File: src/rtl/vga_tile_renderer.sv
// VGA timing generator and tile-map renderer with a RAM prefetch pipeline feeding a glyph shift register.
// Optional feature macro: CURSOR_EN (blinking inverted tile cursor driven by cursor_col/cursor_row).
module vga_tile_renderer #(
  parameter int                PIX_DIV    = 2,
  parameter int                H_VIS      = 640,
  parameter int                H_FP       = 16,
  parameter int                H_SYNC     = 96,
  parameter int                H_BP       = 48,
  parameter int                V_VIS      = 480,
  parameter int                V_FP       = 10,
  parameter int                V_SYNC     = 2,
  parameter int                V_BP       = 33,
  parameter int                TILE_W     = 8,
  parameter int                TILE_H     = 8,
  parameter int                ADDR_W     = 16,
  parameter logic [ADDR_W-1:0] MAP_BASE   = ADDR_W'(16'h0100),
  parameter logic [ADDR_W-1:0] GLYPH_BASE = ADDR_W'(16'h2000),
  parameter logic [7:0]        BG_COLOR   = 8'h00
) (
  input  logic              clk,
  input  logic              clear,
`ifdef CURSOR_EN
  input  logic [6:0]        cursor_col,
  input  logic [5:0]        cursor_row,
`endif
  output logic [ADDR_W-1:0] mem_addr,
  input  logic [15:0]       mem_rdata,
  output logic              hsync,
  output logic              vsync,
  output logic              bright,
  output logic [7:0]        rgb,
  output logic [9:0]        hcount,
  output logic [9:0]        vcount,
  output logic              pix_en
);

  localparam int H_TOTAL = H_VIS + H_FP + H_SYNC + H_BP;
  localparam int V_TOTAL = V_VIS + V_FP + V_SYNC + V_BP;
  localparam int COLS    = H_VIS / TILE_W;
  localparam int PH_W    = $clog2(PIX_DIV);

  typedef enum logic [1:0] {IDLE, MAP, GLY, DONE} fetch_state_t;

  logic [PH_W-1:0]   phase;
  logic [9:0]        h;
  logic [9:0]        v;
  logic [9:0]        fh;
  logic [9:0]        fv;
  logic              slot_start;
  logic              slot_end;
  logic              vis;
  logic              tgt_vis;
  logic [ADDR_W-1:0] map_addr;
  logic [ADDR_W-1:0] gly_addr;
  fetch_state_t      state;
  logic [9:0]        fv_p0;
  logic              vld_p0;
  logic [7:0]        fg_p1;
  logic              vld_p1;
  logic [TILE_W-1:0] pend_glyph_p2;
  logic [7:0]        pend_fg_p2;
  logic [TILE_W-1:0] shreg;
  logic [7:0]        shfg;
  logic [7:0]        base_color;
  logic [7:0]        pix_color;

  assign pix_en     = (phase == PH_W'(PIX_DIV - 1));
  assign slot_start = (int'(h) % TILE_W) == 0;
  assign slot_end   = (int'(h) % TILE_W) == TILE_W - 1;
  assign vis        = (h < 10'(H_VIS)) && (v < 10'(V_VIS));
  assign tgt_vis    = (fh < 10'(H_VIS)) && (fv < 10'(V_VIS));

  // Prefetch target: the tile one slot ahead, rolling onto the next line at the end of a line.
  always_comb begin
    fv = v;
    if (h >= 10'(H_TOTAL - TILE_W)) begin
      fh = h - 10'(H_TOTAL - TILE_W);
      fv = (v == 10'(V_TOTAL - 1)) ? 10'd0 : v + 10'd1;
    end else begin
      fh = h + 10'(TILE_W);
    end
  end

  always_comb begin
    map_addr = ADDR_W'(int'(MAP_BASE) + (int'(fv) / TILE_H) * COLS + int'(fh) / TILE_W);
    gly_addr = ADDR_W'(int'(GLYPH_BASE) + int'(mem_rdata[7:0]) * TILE_H + int'(fv_p0) % TILE_H);
  end

`ifdef CURSOR_EN
  logic [5:0] frame_cnt;
  logic       in_cursor;
  assign in_cursor = frame_cnt[5] && (int'(h) / TILE_W == int'(cursor_col))
                     && (int'(v) / TILE_H == int'(cursor_row));
`endif

  always_comb begin
    base_color = shreg[TILE_W-1] ? shfg : BG_COLOR;
`ifdef CURSOR_EN
    if (in_cursor) base_color = ~base_color;
`endif
    pix_color = vis ? base_color : 8'h00;
  end

  always_ff @(posedge clk) begin
    if (clear) begin
      state         <= IDLE;
      mem_addr      <= '0;
      fv_p0         <= '0;
      vld_p0        <= 1'b0;
      fg_p1         <= '0;
      vld_p1        <= 1'b0;
      pend_glyph_p2 <= '0;
      pend_fg_p2    <= '0;
    end else begin
      case (state)
        // p0: map word address issued for the tile one slot ahead
        IDLE: if (pix_en && slot_start) begin
          mem_addr <= map_addr;
          fv_p0    <= fv;
          vld_p0   <= tgt_vis;
          state    <= MAP;
        end
        // p1: map word arrives; glyph row address follows from its index
        MAP: begin
          fg_p1    <= mem_rdata[15:8];
          vld_p1   <= vld_p0;
          mem_addr <= gly_addr;
          state    <= GLY;
        end
        // p2: glyph row arrives; off-screen targets park an empty row
        GLY: begin
          pend_glyph_p2 <= vld_p1 ? mem_rdata[TILE_W-1:0] : '0;
          pend_fg_p2    <= fg_p1;
          state         <= DONE;
        end
        default: state <= IDLE;
      endcase
    end
  end

  always_ff @(posedge clk) begin
    if (clear) begin
      phase  <= '0;
      h      <= '0;
      v      <= '0;
      hcount <= '0;
      vcount <= '0;
      hsync  <= 1'b1;
      vsync  <= 1'b1;
      bright <= 1'b0;
      rgb    <= '0;
      shreg  <= '0;
      shfg   <= '0;
`ifdef CURSOR_EN
      frame_cnt <= '0;
`endif
    end else begin
      phase <= pix_en ? '0 : phase + PH_W'(1);
      if (pix_en) begin
        // pins: registered view of the counter value in effect before this edge
        hcount <= h;
        vcount <= v;
        hsync  <= !((h >= 10'(H_VIS + H_FP)) && (h < 10'(H_VIS + H_FP + H_SYNC)));
        vsync  <= !((v >= 10'(V_VIS + V_FP)) && (v < 10'(V_VIS + V_FP + V_SYNC)));
        bright <= vis;
        rgb    <= pix_color;
        if (h == 10'(H_TOTAL - 1)) begin
          h <= '0;
          if (v == 10'(V_TOTAL - 1)) begin
            v <= '0;
`ifdef CURSOR_EN
            frame_cnt <= frame_cnt + 6'd1;
`endif
          end else begin
            v <= v + 10'd1;
          end
        end else begin
          h <= h + 10'd1;
        end
        if (slot_end) begin
          shreg <= pend_glyph_p2;
          shfg  <= pend_fg_p2;
        end else begin
          shreg <= shreg << 1;
        end
      end
    end
  end

endmodule

File: config.mk
export PLATFORM = sky130hd
export DESIGN_NAME = vga_tile_renderer
export DESIGN_NICKNAME = d
export VERILOG_FILES = /design/src/rtl/vga_tile_renderer.sv
export SDC_FILE = /design/constraint.sdc
export NUM_CORES = 1
export LEC_CHECK = 0
export ABC_AREA = 1
export ABC_CLOCK_PERIOD_IN_PS = 3850
export CORE_UTILIZATION = 30
export DETAILED_ROUTE_END_ITERATION = 8
export PLACE_DENSITY = 0.55
export SLEW_MARGIN = 30
export SYNTH_ARGS = -nofsm -noshare
export SYNTH_HDL_FRONTEND = slang
export SYNTH_SLANG_ARGS = --single-unit
export TNS_END_PERCENT = 50
File: constraint.sdc
create_clock -name clk -period 3.85 [get_ports clk]
set_clock_uncertainty 0.15 [all_clocks]
set_input_delay 0.385 -clock clk [delete_from_list [all_inputs] [get_ports clk]]
set_output_delay 0.385 -clock clk [all_outputs]
set_load 0.01 [all_outputs]
; Yosys cells after proc, flatten, opt, wreduce, memory -nomap -nowiden
; Index checks and enable logic that the tools add are counted.
[word_totals]
ff_bits = 115
in_bits = 18
word_cells = 71
[classes]
add_sub_neg = 9
n_mul = 1
magnitude_cmp = 9
eq_ne = 6
muxes = 12
n_reduce_logical = 15
[op_table]
columns = operator, n
row1 = two-way mux 10 bit, 4
row2 = zero test 32 bit, 1
row3 = two-way mux 8 bit, 4
row4 = one-hot mux 16 bit (2 select lines), 1
row5 = "less-than comparator 10 bit, second input constant", 3
row6 = "less-than comparator 10 x 9 -> 1 bit, second input constant", 3
row7 = "adder 10 x 1 -> 10 bit, second input constant", 2
row8 = "equality test 10 bit, second input constant", 2
row9 = ">= comparator 10 bit, second input constant", 2
row10 = adder 15 x 3 -> 16 bit, 1
row11 = adder 15 x 7 -> 16 bit, 1
row12 = two-way mux 16 bit, 1
row13 = "adder 14 x 11 -> 15 bit, first input constant", 1
row14 = "adder 9 x 14 -> 15 bit, first input constant", 1
row15 = "adder 10 x 4 -> 10 bit, second input constant", 1
row16 = ">= comparator 10 x 9 -> 1 bit, second input constant", 1
row17 = "multiplier 7 x 3 -> 10 bit, second input constant", 1
row18 = "subtractor 10 bit, second input constant", 1
row19 = AND reduction 2 bit, 4
row20 = one-hot mux 2 bit (3 select lines), 1
row21 = logical AND 1 bit, 5
row22 = "equality test 3 x 1 -> 1 bit, second input constant", 1
row23 = "equality test 2 x 1 -> 1 bit, second input constant", 1
row24 = "equality test 2 bit, second input constant", 1
row25 = 7 further kinds, 8

; Longest topological paths before layout
[depth]
ltp_word = 8
ltp_mapped = 21
ltp_nobuf = 21

; Worst setup path after synthesis
; No wires, ideal clock.
[synth_timing]
kind = register to register
from = reg h[4]
to = reg mem_addr[12]
setup_time_ps = 134
t_arrival_ps = 3069
setup_slack_ps = 498
path_stages_with_launch = 17
path_buffers = 1
synth_period_minus_slack_ps = 3352
path_cell_list = dfxtp_1 -> ha_1 -> nand3_1 -> nand2_2 -> nand2_4 -> buf_6 -> o21ai_0 -> ha_1 -> ha_1 -> fa_1 -> xor2_1 -> nand2_1 -> nor2_1 -> nand2_1 -> nand3b_1 -> nand3_1 -> a21oi_1
[synth_between]
elab_chain_len = 7
elab_cells_between_ends = 10
classes_between = 4 x add/sub / 1 x mul / 1 x order compare / 4 x mux
[synth_rtl]
columns = element, line_no
row1 = from (decl), 45  ; logic [9:0] h;
row2 = from (signal assigned), 178  ; h <= h + 10'd1;
row3 = >= comparator 10 bit, 76  ; if (h >= 10'(H_TOTAL - TILE_W)) begin
row4 = two-way mux 10 bit, 76
row5 = multiplier 7 x 3 -> 10 bit, 85  ; map_addr = ADDR_W'(int'(MAP_BASE) + (int'(fv) / TILE_H) * COLS + int'(fh) / TILE_W);
row6 = adder 9 x 14 -> 15 bit, 85
row7 = adder 15 x 7 -> 16 bit (*), 85
row8 = two-way mux 16 bit (*), 117  ; IDLE: if (pix_en && slot_start) begin
row9 = one-hot mux 16 bit (2 select lines) (*), 115  ; case (state)
row10 = to (signal assigned), 118  ; mem_addr <= map_addr;
row11 = to (signal assigned), 127  ; mem_addr <= gly_addr;
row12 = to (decl), 26  ; output logic [ADDR_W-1:0] mem_addr,
; Mark *: on every way between the ends. The rest lies on a longest branch, timed or not. The select of a mux whose other input is x is not followed.
; A chain may end at the register's enable or synchronous reset.

; Worst setup path after layout
[layout_timing]
from = reg v[0]
to = reg mem_addr[12]
[layout_between]
elab_chain_len = 8
elab_cells_between_ends = 9
classes_between = 3 x add/sub / 1 x mul / 1 x eq/ne / 4 x mux
[layout_rtl]
columns = element, line_no
row1 = from (decl), 46  ; logic [9:0] v;
row2 = from (signal assigned), 175  ; v <= v + 10'd1;
row3 = adder 10 x 1 -> 10 bit or equality test 10 bit (tied branches), 78  ; fv = (v == 10'(V_TOTAL - 1)) ? 10'd0 : v + 10'd1;
row4 = two-way mux 10 bit (*), 78
row5 = two-way mux 10 bit (*), 76
row6 = multiplier 7 x 3 -> 10 bit (*), 85
row7 = adder 9 x 14 -> 15 bit (*), 85
row8 = adder 15 x 7 -> 16 bit (*), 85
row9 = two-way mux 16 bit (*), 117
row10 = one-hot mux 16 bit (2 select lines) (*), 115
; Marked as above.

==> out/qor.txt <==
========================================================================================
Clock root buffer                                                           sky130_fd_sc_hd__clkbuf_16
Total Routed Length                                                             14300 um
Seq cells post-synth                                                                 114
Deepest level of the CTS H-tree                                                        4
Sequential share of the synthesized area                                           42.8%
Portion of the clock cycle consumed by the worst path in the final layout          90.2%
Final Wtd Congestion                                                               0.878
End of the worst hold path                                                  mem_addr[14]
Area of combinational cells with multiple inputs                                2690 um2
Power density of the placed cells                                             534 nW/um2
Seq pwr share                                                                      38.9%
Transition at the pin with the smallest max-transition slack                    0.802 ns
Most frequently used cell type in the post-synthesis netlist                sky130_fd_sc_hd__nand2_1
Predominant post-synthesis flop cell                                        sky130_fd_sc_hd__dfxtp_1
Worst max-slew margin expressed relative to the limit                              46.1%
Antenna violations before repair                                                       0
Async set-or-reset flop fraction in the synthesized netlist                           0%
Synth unique cells                                                                    41
Placeable Area                                                                 17400 um2
Nets                                                                                 814
Fmax                                                                             288 MHz
Crit path kind                                                                   reg2reg
Horiz. Die Dim                                                                    135 um
Syn-to-layout area delta                                                           27.0%
Count of final hold-check violations                                                   0
Clk network pwr share                                                              44.3%
Endpoint of the worst-slack reg-to-reg timing path                          mem_addr[12]
Synthesized area per cell                                                       7.51 um2
Fill cells                                                                          1815
Fin crit period                                                                  3.47 ns
Maximum resistive drop on vdd                                                   0.316 mV
Clock sink count                                                                     114
Die area                                                                       18300 um2
Pleak                                                                            2.77 nW
Hold-fix buffers, CTS                                                                  0
DRC errors left                                                                        0
Slowest library cell on the worst path                                      sky130_fd_sc_hd__fa_1
Via count of the first global-routing pass                                          4562
Depth of the worst hold-timing path                                                    2
Num CTS Buffers                                                                       17
Final number of setup-violating endpoints                                              0
Number of synthesized flops with an enable pin                                         0
Cells traversed along the worst timing path                                 inv_1, ha_1, nand2_1, nor2_1, nand3b_1, nand3b_1, o21ai_1, ha_1, ha_1, fa_1, xor2_1, nand2_1, nor2_1, nand2_1, nand3b_1, nand3_1, a21oi_1
Worst EP arrival                                                                 3.62 ns
Placed wire-length estimate                                                     10300 um
Final total power                                                                3.61 mW
Startpoint of the lowest-slack register-to-register path                            v[0]
Antenna diodes                                                                         0
GR Overflow Total                                                                      0
Peak fanout along the critical path                                                    5
Post-synthesis cell count                                                            710
RSZ-0062 raised after global routing                                                  no
Starting Density                                                                   30.7%
Library cell with the largest summed area after synthesis                   sky130_fd_sc_hd__dfxtp_1
Top area cells in the synthesized netlist                                   sky130_fd_sc_hd__dfxtp_1, sky130_fd_sc_hd__nand2_1, sky130_fd_sc_hd__o21ai_0
TritonCTS clock tree                                                               built
Antenna viol nets, final                                                               0
Internal power component                                                         2.61 mW
Portion of synthesized cell area occupied by the leading cell type                 42.8%
Synth cell count leaders                                                    sky130_fd_sc_hd__nand2_1, sky130_fd_sc_hd__dfxtp_1, sky130_fd_sc_hd__o21ai_0
Routed WL per cell                                                               14.1 um
Total I/O pin count                                                                   66
1st-iter DRT viols                                                                   285
Count of input and output buffers                                                     64
Syn_nets                                                                             753
Largest net degree at the start of global routing                                     44
Result of the run                                                           complete, no violations
Number of placement rows                                                              48
Clock-pin slew of the registers on the worst-case setup and hold paths           0.05 ns
DR vias/cell                                                                        4.75
Via total after detailed routing                                                    4790
Wire length of the first global-routing pass                                    23600 um
Die Span Y                                                                        135 um
Biggest cell delay along the critical path                                       0.41 ns
Count of synthesis-stage warnings from yosys                                           0
R2R depth                                                                             17
Share of total power in combinational logic                                        16.8%
Sw Share                                                                           27.9%
Combined flip-flop and latch cell area                                          2280 um2
Skew-Pair Late Insertion Delay                                                   0.42 ns
Total global routing track utilization                                             16.8%
Max Cap Viol                                                                           0
Data required time at the worst endpoint                                         4.00 ns
Number of buffers between clock root and the deepest sink                              2
Startpoint kind of the worst setup timing path                                  register
Reg-to-reg setup timing slack                                                    0.38 ns
Critical path endpoint category                                                 register
Switching pwr                                                                    1.01 mW
Netlist Area Pre-Place                                                          5330 um2
DRT Pass-1 Iters                                                                       5
Post-Route Setup TNS                                                                0 ns
Fraction of final layout cells sized beyond drive strength 1                       8.56%
Worst min-delay path startpoint                                             mem_addr[14]
Class of the tightest hold or removal check                                      reg2reg
Max-slew violation count                                                               0
========================================================================================
[how the worst max path moves through the flow]
stage / startpoint / end / slack, ns / cells after the start
floorplan: h[4] / mem_addr[12] / 0.50 / 16
global placement: h[3] / mem_addr[12] / 0.36 / 15
detailed placement: v[0] / mem_addr[12] / 0.24 / 17
CTS: v[0] / mem_addr[12] / 0.24 / 17
global route: v[1] / mem_addr[12] / 0.04 / 17
finish: v[0] / mem_addr[12] / 0.38 / 17
[cells by family after synthesis]
family                   after synthesis  share of synthesized area [%]
flip-flops                           114                           42.8
buffers and inverters                 86                           6.78
other                                  1                         0.0703
AND/OR/NAND/NOR                      305                           24.8
XOR/XNOR                              14                           2.30
AO/OA/AOI/OAI                        165                           17.2
adder cells (fa/ha/maj)               25                           6.15
[state kept, by name, summed over array words and instances, names as in the netlist]
signal,cells
rgb,8
hsync,1
vsync,1
vld_p0,1
h,10
pix_en,1
pend_glyph_p2,8
bright,1
fv_p0,3
shreg,8
shfg,8
vld_p1,1
vcount,10
pend_fg_p2,8
v,10
state,2
mem_addr,15
fg_p1,8
hcount,10
[power by group through the flow]
stage	Clock [mW]	Sequential, mW	Combinational, mW
finish	1.60	1.41	0.607
global route	1.70	1.42	0.689
CTS	1.63	1.41	0.615
detailed placement	0	1.43	0.609
global placement	0	1.43	0.606
floorplan	0	1.41	0.390
[critical path: cells and delay by family, from the launching register on]
family                     cells  cell delay [ns]
xor gates and xnor gates       1             0.27
DFF                            1             0.38
AOI/OAI and AO/OA              2             0.31
buffers and inverters          1             0.12
and+or+nand+nor                9             0.98
adders and majority gates      4             1.16
[layout by cell type (no fill, tap or decap), types with 2 or more instances in the layout]
cell	netlist	final
sky130_fd_sc_hd__a211oi_1	2	2
sky130_fd_sc_hd__a21oi_1	39	39
sky130_fd_sc_hd__a21oi_4	2	2
sky130_fd_sc_hd__a31oi_1	5	5
sky130_fd_sc_hd__buf_4	2	9
sky130_fd_sc_hd__bufinv_16	0	3
sky130_fd_sc_hd__clkbuf_16	0	17
sky130_fd_sc_hd__clkbuf_8	0	3
sky130_fd_sc_hd__clkdlybuf4s50_1	0	64
sky130_fd_sc_hd__clkinv_2	0	4
sky130_fd_sc_hd__clkinvlp_4	0	3
sky130_fd_sc_hd__dfxtp_1	114	114
sky130_fd_sc_hd__fa_1	2	2
sky130_fd_sc_hd__ha_1	23	23
sky130_fd_sc_hd__inv_1	48	48
sky130_fd_sc_hd__inv_2	7	7
sky130_fd_sc_hd__nand2_1	140	140
sky130_fd_sc_hd__nand2_2	4	4
sky130_fd_sc_hd__nand2_4	2	2
sky130_fd_sc_hd__nand3_1	46	46
sky130_fd_sc_hd__nand3_2	2	2
sky130_fd_sc_hd__nand3b_1	8	8
sky130_fd_sc_hd__nand4_1	3	3
sky130_fd_sc_hd__nor2_1	86	85
sky130_fd_sc_hd__nor2_2	2	3
sky130_fd_sc_hd__nor2_4	2	2
sky130_fd_sc_hd__nor3_1	7	7
sky130_fd_sc_hd__o211ai_1	5	5
sky130_fd_sc_hd__o21ai_0	93	91
sky130_fd_sc_hd__o21ai_1	3	5
sky130_fd_sc_hd__o21ai_2	2	2
sky130_fd_sc_hd__o22ai_1	8	8
sky130_fd_sc_hd__xor2_1	14	14
[metal layers]
| layer | track usage, % | wire, um | vias up |
|---|---|---|---|
| met5 | 0 | 0 | - |
| met4 | 6.93 | 233 | 0 |
| met3 | 3.74 | 614 | 19 |
| met2 | 25.1 | 6170 | 102 |
| met1 | 23.0 | 7240 | 2185 |
| li1 | - | - | 2484 |
[metrics by stage]
stage / instance area, um2 / hold WS [ns] / std cells / worst slack [ns] / utilization, %
2_1_floorplan: 5330 / 0.279 / 710 / 0.498 / -
3_3_place_gp: 6170 / 0.285 / 977 / 0.360 / 35.5
3_5_place_dp: 6170 / 0.288 / 977 / 0.245 / 35.5
4_1_cts: 6770 / 0.299 / 1008 / 0.237 / 39.0
5_1_grt: 6770 / 0.321 / 1008 / 0.0354 / 39.0
6_report: 6770 / 0.290 / 1008 / 0.378 / 39.0
[final cells by class]
type                       instances  area share (%)
multi-input combinational        510            39.7
sequential                       114            33.7
timing repair buffer              73            10.5
clock buffer                      21            6.95
tap                              225            4.16
inverter                          55            3.05
clock inverter                    10            1.96
[timing repair]
action,4_1_cts,5_1_grt
setup endpoints to repair,0,3
resized for setup,0,2
buffers inserted,0,0
(Power assumes the default switching activity.)
